$ cat src/rtl/mv_uart_pkg.sv
`default_nettype none
// ============================================================================
// Module   : mv_uart_pkg
// Brief    : Shared types and helpers for the UART transmit arbiter slice.
// Revision : 1.0 - initial release
// ============================================================================
package mv_uart_pkg;

    // Arbiter FSM states; HDR is only reachable when the header build option is on
    typedef enum logic [1:0] {
        IDLE = 2'd0,
        HDR  = 2'd1,
        XFER = 2'd2,
        COOL = 2'd3
    } arb_state_t;

    // Upper nibble of the per-grant header byte
    localparam logic [3:0] UART_HDR_MAGIC = 4'hA;

    // Ceiling log2 for elaboration-time width calculation
    function automatic int clog2(input int value);
        int r;
        r = 0;
        while ((1 << r) < value) begin
            r = r + 1;
        end
        return r;
    endfunction

endpackage : mv_uart_pkg
`default_nettype wire

$ cat src/rtl/mv_rr_picker.sv
`default_nettype none
// ============================================================================
// Module   : mv_rr_picker
// Brief    : Combinational round-robin find-first. Returns the first set bit
//            of req searching upward from ptr+1 and wrapping to bit 0.
// Revision : 1.0 - initial release
// ============================================================================
module mv_rr_picker #(
    parameter int NUM_REQ = 4
) (
    input  logic [NUM_REQ-1:0] req,
    input  logic [3:0]         ptr,
    output logic [3:0]         idx,
    output logic               any
);

    // Two passes: bits strictly above ptr first, then the wrapped range 0..ptr
    always_comb begin
        idx = '0;
        any = 1'b0;
        for (int i = 0; i < NUM_REQ; i++) begin
            if (!any && req[i] && (4'(i) > ptr)) begin
                any = 1'b1;
                idx = 4'(i);
            end
        end
        for (int i = 0; i < NUM_REQ; i++) begin
            if (!any && req[i] && (4'(i) <= ptr)) begin
                any = 1'b1;
                idx = 4'(i);
            end
        end
    end

endmodule : mv_rr_picker
`default_nettype wire

$ cat src/rtl/mv_uart_tx_arbiter.sv
`default_nettype none
// ============================================================================
// Module   : mv_uart_tx_arbiter
// Brief    : Round-robin sharing of the UART transmit byte path among NUM_REQ
//            requesters. A grant is held until the requester's last byte (or
//            until MAX_MSG_LEN bytes), so messages never interleave.
//            Build option MV_UART_ARB_HDR_EN: prefix each grant with a header
//            byte {UART_HDR_MAGIC, grant_id}.
// Revision : 1.0 - initial release
// ============================================================================
module mv_uart_tx_arbiter
    import mv_uart_pkg::*;
#(
    parameter int NUM_REQ     = 4,
    parameter int MAX_MSG_LEN = 64
) (
    input  logic                   clock,
    input  logic                   reset_n,
    input  logic [NUM_REQ-1:0]     req_valid,
    input  logic [8*NUM_REQ-1:0]   req_data,
    input  logic [NUM_REQ-1:0]     req_last,
    output logic [NUM_REQ-1:0]     req_ready,
    output logic [7:0]             uart_data,
    output logic                   uart_req,
    input  logic                   uart_ready,
    output logic [3:0]             grant_id,
    output logic                   busy,
    output logic                   arb_overrun
);

    localparam int                 c_CNT_W     = (MAX_MSG_LEN == 0) ? 1 : clog2(MAX_MSG_LEN + 1);
    localparam logic [c_CNT_W-1:0] c_CNT_LIMIT = (MAX_MSG_LEN == 0) ? {c_CNT_W{1'b1}}
                                                                    : c_CNT_W'(MAX_MSG_LEN);
    localparam logic [c_CNT_W-1:0] c_CNT_ONE   = 1;
    localparam logic [3:0]         c_LAST_ID   = 4'(NUM_REQ - 1);

    arb_state_t           r_state;
    arb_state_t           w_state_nxt;
    logic [3:0]           r_rr_ptr;
    logic [c_CNT_W-1:0]   r_byte_cnt;
    logic                 r_last_byte;

    logic [3:0]           w_pick_idx;
    logic                 w_pick_any;
    logic                 w_sel_valid;
    logic                 w_sel_last;
    logic [7:0]           w_sel_data;
    logic                 w_accept;
    logic                 w_hdr_wr;
    logic                 w_release;
    logic                 w_force;
    logic                 w_grant_load;

    mv_rr_picker #(
        .NUM_REQ (NUM_REQ)
    ) u_picker (
        .req (req_valid),
        .ptr (r_rr_ptr),
        .idx (w_pick_idx),
        .any (w_pick_any)
    );

    // Route the currently granted requester's lane onto a single byte path
    always_comb begin
        w_sel_valid = 1'b0;
        w_sel_last  = 1'b0;
        w_sel_data  = '0;
        for (int i = 0; i < NUM_REQ; i++) begin
            if (grant_id == 4'(i)) begin
                w_sel_valid = req_valid[i];
                w_sel_last  = req_last[i];
                w_sel_data  = req_data[8*i +: 8];
            end
        end
    end

    // Next-state, accept strobes and the combinational ready back to requesters
    always_comb begin
        w_state_nxt = r_state;
        w_accept    = 1'b0;
        w_hdr_wr    = 1'b0;
        w_release   = 1'b0;
        w_force     = 1'b0;
        req_ready   = '0;
        case (r_state)
            IDLE: begin
                if (w_pick_any) begin
`ifdef MV_UART_ARB_HDR_EN
                    w_state_nxt = HDR;
`else
                    w_state_nxt = XFER;
`endif
                end
            end
`ifdef MV_UART_ARB_HDR_EN
            HDR: begin
                if (uart_ready) begin
                    w_hdr_wr    = 1'b1;
                    w_state_nxt = COOL;
                end
            end
`endif
            XFER: begin
                for (int i = 0; i < NUM_REQ; i++) begin
                    if (grant_id == 4'(i)) begin
                        req_ready[i] = uart_ready;
                    end
                end
                if (w_sel_valid && uart_ready) begin
                    w_accept    = 1'b1;
                    w_state_nxt = COOL;
                end
            end
            COOL: begin
                // A natural end of message takes precedence over the length limit
                if (r_last_byte) begin
                    w_release   = 1'b1;
                    w_state_nxt = IDLE;
                end else if ((MAX_MSG_LEN != 0) && (r_byte_cnt == c_CNT_LIMIT)) begin
                    w_release   = 1'b1;
                    w_force     = 1'b1;
                    w_state_nxt = IDLE;
                end else begin
                    w_state_nxt = XFER;
                end
            end
            default: w_state_nxt = IDLE;
        endcase
    end

    assign w_grant_load = (r_state == IDLE) && w_pick_any;
    assign busy         = (r_state != IDLE);

    // State register
    always_ff @(posedge clock or negedge reset_n) begin
        if (!reset_n) begin
            r_state <= IDLE;
        end else begin
            r_state <= w_state_nxt;
        end
    end

    // Grant bookkeeping, byte counter and the registered UART write port
    always_ff @(posedge clock or negedge reset_n) begin
        if (!reset_n) begin
            uart_data   <= '0;
            uart_req    <= 1'b0;
            grant_id    <= '0;
            arb_overrun <= 1'b0;
            r_byte_cnt  <= '0;
            r_last_byte <= 1'b0;
            r_rr_ptr    <= c_LAST_ID;
        end else begin
            uart_req    <= w_accept | w_hdr_wr;
            arb_overrun <= w_force;
            if (w_grant_load) begin
                grant_id    <= w_pick_idx;
                r_byte_cnt  <= '0;
                r_last_byte <= 1'b0;
            end
            if (w_accept) begin
                uart_data   <= w_sel_data;
                r_last_byte <= w_sel_last;
                if (r_byte_cnt != c_CNT_LIMIT) begin
                    r_byte_cnt <= r_byte_cnt + c_CNT_ONE;
                end
            end
            if (w_hdr_wr) begin
                uart_data   <= {UART_HDR_MAGIC, grant_id};
                r_last_byte <= 1'b0;
            end
            if (w_release) begin
                r_rr_ptr <= grant_id;
            end
        end
    end

endmodule : mv_uart_tx_arbiter
`default_nettype wire

$ cat config.mk
export PLATFORM = sky130hd
export DESIGN_NAME = mv_uart_tx_arbiter
export DESIGN_NICKNAME = d
export VERILOG_FILES = /design/src/rtl/mv_uart_pkg.sv /design/src/rtl/mv_rr_picker.sv /design/src/rtl/mv_uart_tx_arbiter.sv
export SDC_FILE = /design/constraint.sdc
export NUM_CORES = 1
export LEC_CHECK = 0
export ABC_AREA = 1
export BUFFER_PORTS_ARGS = -buffer_cell sky130_fd_sc_hd__clkbuf_2
export CAP_MARGIN = 30
export CORE_ASPECT_RATIO = 0.5
export CORE_MARGIN = 5
export CORE_UTILIZATION = 45
export CTS_CLUSTER_DIAMETER = 120
export DETAILED_ROUTE_END_ITERATION = 10
export PLACE_DENSITY = 0.78
export SYNTH_ARGS = -nofsm -noshare
export SYNTH_HDL_FRONTEND = slang
export SYNTH_SLANG_ARGS = --single-unit
$ cat constraint.sdc
create_clock -name clock -period 2.5 [get_ports clock]
set_clock_uncertainty 0.15 [all_clocks]
set_input_delay 0.75 -clock clock [delete_from_list [all_inputs] [get_ports clock]]
set_output_delay 0.75 -clock clock [all_outputs]
set_load 0.01 [all_outputs]
# Word-level counts from Yosys, hierarchy flattened
# Index checks and enable logic that the tools add are counted.
dict set report word_totals {
  regBits 28
  output_inout_bits 19
  elab_cells 104
}
dict set report classes {
  muxes 49
  n_lt_le_gt_ge 8
  reduce_logical 29
  n_eq_ne 9
  add_sub_neg 1
}
# op n
set op_table {}
lappend op_table {{8-bit two-way mux} 4}
lappend op_table {{1-bit two-way mux} 30}
lappend op_table {{7-bit two-way mux} 3}
lappend op_table {{2-bit two-way mux} 10}
lappend op_table {{1-bit logical AND} 17}
lappend op_table {{4-bit by 2-bit equality test with 1-bit output (second input constant)} 2}
lappend op_table {{1-bit by 4-bit > comparator with 1-bit output (first input constant)} 2}
lappend op_table {{2-bit by 4-bit > comparator with 1-bit output (first input constant)} 2}
lappend op_table {{1-bit by 4-bit <= comparator with 1-bit output (first input constant)} 2}
lappend op_table {{2-bit by 4-bit <= comparator with 1-bit output (first input constant)} 2}
lappend op_table {{7-bit by 1-bit adder with 7-bit output (second input constant)} 1}
lappend op_table {{7-bit equality test (second input constant)} 1}
lappend op_table {{1-bit logical NOT} 7}
lappend op_table {{7-bit != test (second input constant)} 1}
lappend op_table {{2-bit one-hot mux with 3 select lines} 1}
lappend op_table {{2-bit equality test (second input constant)} 2}
lappend op_table {{4-bit by 1-bit equality test with 1-bit output (second input constant)} 1}
lappend op_table {{4-bit logical NOT} 1}
lappend op_table {{4-bit two-way mux} 1}
lappend op_table {{2-bit != test (second input constant)} 2}
lappend op_table {{2-bit nonzero test} 2}
lappend op_table {{2-bit logical NOT} 1}
lappend op_table {{2-bit AND reduction} 1}

# Longest topological paths before layout
# Gate-level depths: netlist of the first run.
dict set report logic_depth {
  word_depth 35
  ltp_mapped 11
  depth_no_buf 10
}

# Modules after synthesis
# A second synthesis of the first run with hierarchy kept.
dict set report unflattened {
  hier_cells 265
  area_unflattened_um2 1871.8
}
# mod cells_per_inst area_per_inst_um2 seq_area_each_um2 instances
set modules_own_cells {}
lappend modules_own_cells {mv_uart_tx_arbiter 239 1715.4 703.2 1}
lappend modules_own_cells {mv_rr_picker 26 156.4 0.0 1}

# Worst setup path before layout of the first run
# No wires, ideal clock.
dict set report synth_path {
  path_type {input port to output port}
  start {input port uart_ready}
  end {output port req_ready[0]}
  slack_ns 0.467
  arrival_ns 1.133
  cell_stages 2
  n_path_buf 0
  cell_sequence {nand3_4 -> nor3_1}
}
dict set report synth_between {
  elab_chain_len 2
}
# item line_no
set synth_lines {}
lappend synth_lines {{from (decl)} mv_uart_tx_arbiter.sv:25} ;# input logic uart_ready,
lappend synth_lines {{1-bit two-way mux} mv_uart_tx_arbiter.sv:105} ;# if (grant_id == 4'(i)) begin
lappend synth_lines {{4-bit two-way mux} mv_uart_tx_arbiter.sv:85} ;# case (r_state)
lappend synth_lines {{to (decl)} mv_uart_tx_arbiter.sv:22} ;# output logic [NUM_REQ-1:0] req_ready,
# No other way between the ends.

# Worst setup path in the final report of the first run
dict set report layout_path {
  start {register grant_id[1]}
  end {output port req_ready[2]}
}
dict set report layout_between {
  elab_chain_len 3
}
# item line_no
set layout_lines {}
lappend layout_lines {{from (decl)} mv_uart_tx_arbiter.sv:26} ;# output logic [3:0] grant_id,
lappend layout_lines {{from (signal assigned)} mv_uart_tx_arbiter.sv:157} ;# grant_id <= w_pick_idx;
lappend layout_lines {{4-bit by 2-bit equality test with 1-bit output} mv_uart_tx_arbiter.sv:105}
lappend layout_lines {{1-bit two-way mux} mv_uart_tx_arbiter.sv:105}
lappend layout_lines {{4-bit two-way mux} mv_uart_tx_arbiter.sv:85}
# No other way between the ends.

==> flow_metrics.py, run 1 <==
metrics = {
    "run_status": {
        "status": "finished, final reports clean",
    },
    "clock_tree": {
        "post_cts_resized": 0,
        "tritoncts": "done",
        "worstSkewPairLatency_ns": 0.26,
        "cts_hold_buffers": 0,
        "postCtsSetupRepairBufs": 0,
        "cts_buffers": 3,
        "clock-root-buffer": "clkbuf_8",
        "cts_sinks": 24,
        "cts_max_path_buffers": 2,
        "clkTransAtPathRegs_ns": 0.08,
        "h-tree-depth": 1,
    },
    "yosys": {
        "synth_top_flop_cell": "dfrtp_1",
        "synth_area_um2": 1600,
        "ys_seq_area_share_pct": 37.7,
        "ys_seq_elements": 24,
        "yosysWarnings": 0,
        "yosysTopAreaCellShare_pct": 34.4,
        "ys_async_sr_fraction_pct": 100,
        "postSynthAreaPerCell_um2": 7.31,
        "synth_edf_count": 0,
        "netlist.top_cell.by_area": "dfrtp_1",
        "ys_types": 29,
        "synth_cells": 219,
        "synthTopCellsByArea": "dfrtp_1, nand2_1, nand3_1",
    },
    "critical_path": {
        "critPathKind": "register to primary output",
        "worstPathArrival_ns": 1.38,
        "crit_required_ns": 1.60,
        "endpoint_kind": "primary output",
        "cp-start-kind": "register",
        "path_max_fanout": 13,
    },
    "power": {
        "peakVddDrop_v": 0.000321,
        "p_leak_nw": 1.08,
        "power_mw": 1.94,
        "power.density_nw_per_um2": 991,
    },
    "sta": {
        "tns_ns": 0,
        "slew_headroom_pct": 61.4,
        "period_needed_ns": 2.28,
        "period_share_pct": 91.2,
        "finalHoldViolCount": 0,
        "rsz0062_at_grt": "no",
        "worst_pin_slew_ns": 0.580,
        "fmax_mhz": 439,
        "slew_violations": 0,
        "setup_viol": 0,
    },
    "floorplanning": {
        "die_h_um": 52.2,
        "dieArea_um2": 4920,
        "rows": 15,
        "ioPinCount": 62,
        "die_width_um": 94.3,
        "start_util_pct": 46.6,
        "core_area_um2": 3430,
    },
    "grt": {
        "use_met3_pct": 2.60,
        "grt_pass1_wl_um": 6390,
        "grt_pass1_vias": 1495,
        "track_usage_pct": 16.6,
        "grt-ovfl-total": 0,
        "grt_util_met2_pct": 27.1,
        "grt_start_max_net_pins": 25,
        "antenna_found_initial": 0,
        "grt.busiest_layer": "met2",
        "use_met1_pct": 22.6,
    },
    "layout": {
        "diodes": 0,
        "area_growth_pct": 22.4,
        "fillCellCount": 339,
        "fin_nets": 323,
        "drive_above_1_share_pct": 29.2,
    },
    "routing": {
        "ant_nets": 0,
        "drt_iter0_drc": 88,
        "dr.pass1.iters": 4,
        "routedWlPerCell_um": 11.8,
        "drt-total-wl_um": 3860,
        "viasPerCell": 4.88,
        "vias": 1599,
        "drc": 0,
    },
    "worst_hold_path": {
        "hp-class": "input port to asynchronous set/reset pin",
    },
    "place": {
        "gp_congestion": 0.879,
        "portBuffers": 59,
        "dp_hpwl_um": 3050,
    },
    "run": {
        "drv_cap": 0,
    },
}
==> metal layers <==
metal | up-vias | routed length, µm
met2 | 44 | 1800
met3 | 6 | 146
met1 | 731 | 1860
li1 | 818 | -
met5 | - | 0
met4 | 0 | 53
==> layout make-up <==
class	count	area, µm²	area share (%)
tap	51	63.8	3.26
multi-input combinational	171	873	44.6
clock buffer	4	45.0	2.30
timing repair buffer	60	303	15.5
sequential	24	603	30.8
inverter	18	70.1	3.58
==> cell usage after synthesis (3+ instances only) <==
cell and instances:
buf_6 3, nor2_1 10, nor3_1 6, nand4_1 10, inv_1 13, inv_2 3
nand2_1 86, dfrtp_1 22, nand3_1 33, xor2_1 4, nor2_4 3
==> report_power, final <==
| part | total [mW] | leakage [nW] | internal [mW] | switching, mW |
|---|---|---|---|---|
| logic | 1.02 | 0.753 | 0.376 | 0.649 |
| clock network | 0.231 | 0.0228 | 0.114 | 0.117 |
| registers | 0.685 | 0.302 | 0.542 | 0.143 |
==> worst paths after layout <==
| path | start | endpoint | slack [ns] | depth (start not counted) |
|---|---|---|---|---|
| max reg2reg | grant_id[0] | r_byte_cnt[4] | 0.67 | 10 |
| max | grant_id[1] | req_ready[2] | 0.22 | 3 |
| min | reset_n | grant_id[0] | 0.32 | 1 |
| max in group asynchronous | reset_n | grant_id[1] | 1.50 | 1 |
| min in group clock | r_rr_ptr[0] | r_rr_ptr[0] | 0.35 | 2 |
| min reg2reg | r_rr_ptr[0] | r_rr_ptr[0] | 0.35 | 2 |
==> state kept, by name (all words and copies together), names as in the netlist <==
register,count
uart_data,8
r_byte_cnt,7
grant_id,2
r_rr_ptr,2
r_state,2
arb_overrun,1
r_last_byte,1
uart_req,1
==> layout by cell type, fill, tap and decap left out <==
master / count
nand2_1: 86
clkbuf_2: 59
nand3_1: 33
dfrtp_1: 22
inv_1: 13
nor2_1: 10
nand4_1: 10
nor3_1: 6
xor2_1: 4
nor2_4: 3
inv_2: 3
clkbuf_8: 3
nand2_2: 2
nand2_8: 2
nand2_4: 2
o21ai_1: 2
o21ai_0: 2
ha_1: 2
conb_1: 2
dfstp_2: 2
inv_4: 1
nor2_8: 1
nand3_4: 1
o21ai_2: 1
nand3b_1: 1
a21oi_1: 1
clkinv_1: 1
clkbuf_1: 1
buf_4: 1
==> worst max-delay path, stage by stage, from the launching register on <==
cell and delay, ns:
dfrtp_1 0.59, inv_4 0.16, nor3_1 0.20, clkbuf_2 0.15
==> cell families (layout without fill, tap and decap cells) <==
| kind of cell | Yosys count | count (layout) | share of synthesized area [%] |
|---|---|---|---|
| AND/OR/NAND/NOR | 157 | 157 | 48.2 |
| buffers and inverters | 25 | 82 | 7.97 |
| flip-flops | 24 | 24 | 37.7 |
| AO/OA/AOI/OAI | 6 | 6 | 2.11 |
| XOR/XNOR | 4 | 4 | 2.19 |
| adder cells (fa/ha/maj) | 2 | 2 | 1.56 |
| other | 1 | 2 | 0.234 |
==> per-stage QoR <==
step	worst slack, ns	utilization [%]	hold slack [ns]	instances	area, µm²
2_1_floorplan	0.467	-	0.304	220	1600
3_3_place_gp	0.326	55.7	0.326	324	1910
3_5_place_dp	0.308	55.7	0.344	324	1910
4_1_cts	0.197	57.0	0.341	328	1960
5_1_grt	0.122	57.0	0.363	328	1960
6_report	0.220	57.0	0.318	328	1960
Note: power is estimated with default switching activity, not from simulation.
==> inputs of run 2 (changes only) <==
- CORE_MARGIN: 5 -> not set
==> run 2 against run 1 <==
  * Sequential power about the same
  * Utilization is 4.6 points higher
  * Flip-flop and latch count unchanged
  * Clock power rose by 14%
  * Global-route usage grew 4.6 points
  * Die area fell by 23%
  * Register-to-register slack worse by 0.02 ns
  * Clock-buffer cell count stayed put
  * Fmax decreased by 1.4%
==> flow_metrics.py, run 2 (synthesized netlist as in run 1, its figures left out) <==
metrics = {
    "sta": {
        "period_needed_ns": 2.31,
        "setup_viol": 0,
        "period_share_pct": 92.5,
        "slew_headroom_pct": 60.3,
        "worst_pin_slew_ns": 0.595,
        "finalHoldViolCount": 0,
        "rsz0062_at_grt": "no",
        "slew_violations": 0,
        "fmax_mhz": 432,
        "tns_ns": 0,
    },
    "routing": {
        "routedWlPerCell_um": 12.0,
        "dr.pass1.iters": 4,
        "drt_iter0_drc": 110,
        "vias": 1622,
        "viasPerCell": 4.99,
        "drt-total-wl_um": 3880,
        "drc": 0,
        "ant_nets": 0,
    },
    "grt": {
        "grt_pass1_wl_um": 6260,
        "track_usage_pct": 21.2,
        "grt-ovfl-total": 0,
        "grt_start_max_net_pins": 25,
        "grt_pass1_vias": 1419,
        "antenna_found_initial": 0,
    },
    "clock_tree": {
        "clock-root-buffer": "clkbuf_8",
        "tritoncts": "done",
        "clkTransAtPathRegs_ns": 0.08,
        "h-tree-depth": 1,
        "cts_hold_buffers": 0,
        "cts_sinks": 24,
        "postCtsSetupRepairBufs": 0,
        "post_cts_resized": 0,
        "cts_max_path_buffers": 2,
        "worstSkewPairLatency_ns": 0.26,
        "cts_buffers": 3,
    },
    "power": {
        "p_comb_share_pct": 52.2,
        "power_mw": 1.98,
        "swShare_pct": 46.6,
        "p_int_mw": 1.06,
        "peakVddDrop_v": 0.000390,
        "p_seq_share_pct": 34.5,
        "pwr-share-clk_pct": 13.3,
        "p_leak_nw": 1.08,
        "power.density_nw_per_um2": 1010,
        "power.switching_uw": 923,
    },
    "place": {
        "gp_congestion": 0.900,
        "portBuffers": 59,
        "place_inst": 321,
        "dp_hpwl_um": 3040,
    },
    "run": {
        "drv_cap": 0,
    },
    "critical_path": {
        "critPathKind": "register to primary output",
        "crit_family": "flip-flops",
        "crit_required_ns": 1.60,
        "path_max_fanout": 13,
        "cpPeakStageDelay_ns": 0.59,
        "startpoint": "grant_id[1]",
        "endpoint_kind": "primary output",
        "worstPathArrival_ns": 1.41,
        "worst-path-buf-inv": 2,
        "cpMaxStageDelayCell": "dfrtp_1",
        "cp_cell_sequence": "inv_4 -> nor3_1 -> clkbuf_2",
        "cp-start-kind": "register",
        "r2r_start": "grant_id[0]",
    },
    "layout": {
        "drive_above_1_share_pct": 29.6,
        "fin_cells": 325,
        "largest_reg_flops": 8,
        "diodes": 0,
        "final_common_cell": "nand2_1",
        "top_register": "uart_data",
        "area_growth_pct": 22.8,
        "final_cell_mix": "nand2_1, clkbuf_2, nand3_1",
        "reg.largest.list": "uart_data (8), r_byte_cnt (7)",
        "fin_nets": 323,
    },
    "floorplanning": {
        "rows": 14,
        "ioPinCount": 62,
        "die_h_um": 44.2,
        "start_util_pct": 50.2,
        "die_width_um": 86.3,
        "dieArea_um2": 3810,
        "core_area_um2": 3190,
    },
    "worst_hold_path": {
        "hp-class": "input port to asynchronous set/reset pin",
    },
    "run_status": {
        "status": "finished, final reports clean",
    },
}
==> run 2: routing by layer <==
metal / track usage (%) / routed length, µm / up-vias
li1: - / - / 820
met1: 29.1 / 1870 / 754
met2: 37.1 / 1840 / 46
met3: 2.80 / 154 / 2
met4: 4.00 / 21 / 0
met5: 0 / 0 / -
==> run 2: worst paths after layout <==
kind / to / slack [ns] / depth (start not counted)
hold reg to reg: r_rr_ptr[0] / 0.34 / 2
hold / removal: arb_overrun / 0.32 / 1
max in group asynchronous: uart_data[2] / 1.49 / 1
min in group clock: r_rr_ptr[0] / 0.34 / 2
setup / recovery: req_ready[2] / 0.19 / 3
setup reg to reg: r_byte_cnt[0] / 0.65 / 10
==> run 2: through the flow <==
stage                     setup slack [ns]  utilization [%]  hold WS, ns  instance area, µm²
after detailed placement             0.247             59.9        0.324                1910
after CTS                            0.164             61.6        0.337                1960
after global routing                 0.116             61.6        0.356                1960
final                                0.187             61.6        0.322                1960
after global placement               0.286             59.9        0.323                1910
after floorplan                      0.467                -        0.304                1600
==> run 2: power by group through the flow <==
stage               logic, mW  registers [mW]  clock network (mW)
floorplan               0.775           0.676                   0
global placement         1.01           0.683                   0
detailed placement       1.04           0.691                   0
CTS                      1.04           0.683               0.267
global route             1.17           0.703               0.281
finish                   1.03           0.684               0.263
==> run 2: final cells by class <==
class / instances / area (µm²)
clock buffer: 4 / 55.1
timing repair buffer: 60 / 303
multi-input combinational: 171 / 873
fill: 293 / 1220
tap: 48 / 60.1
inverter: 18 / 70.1
sequential: 24 / 603
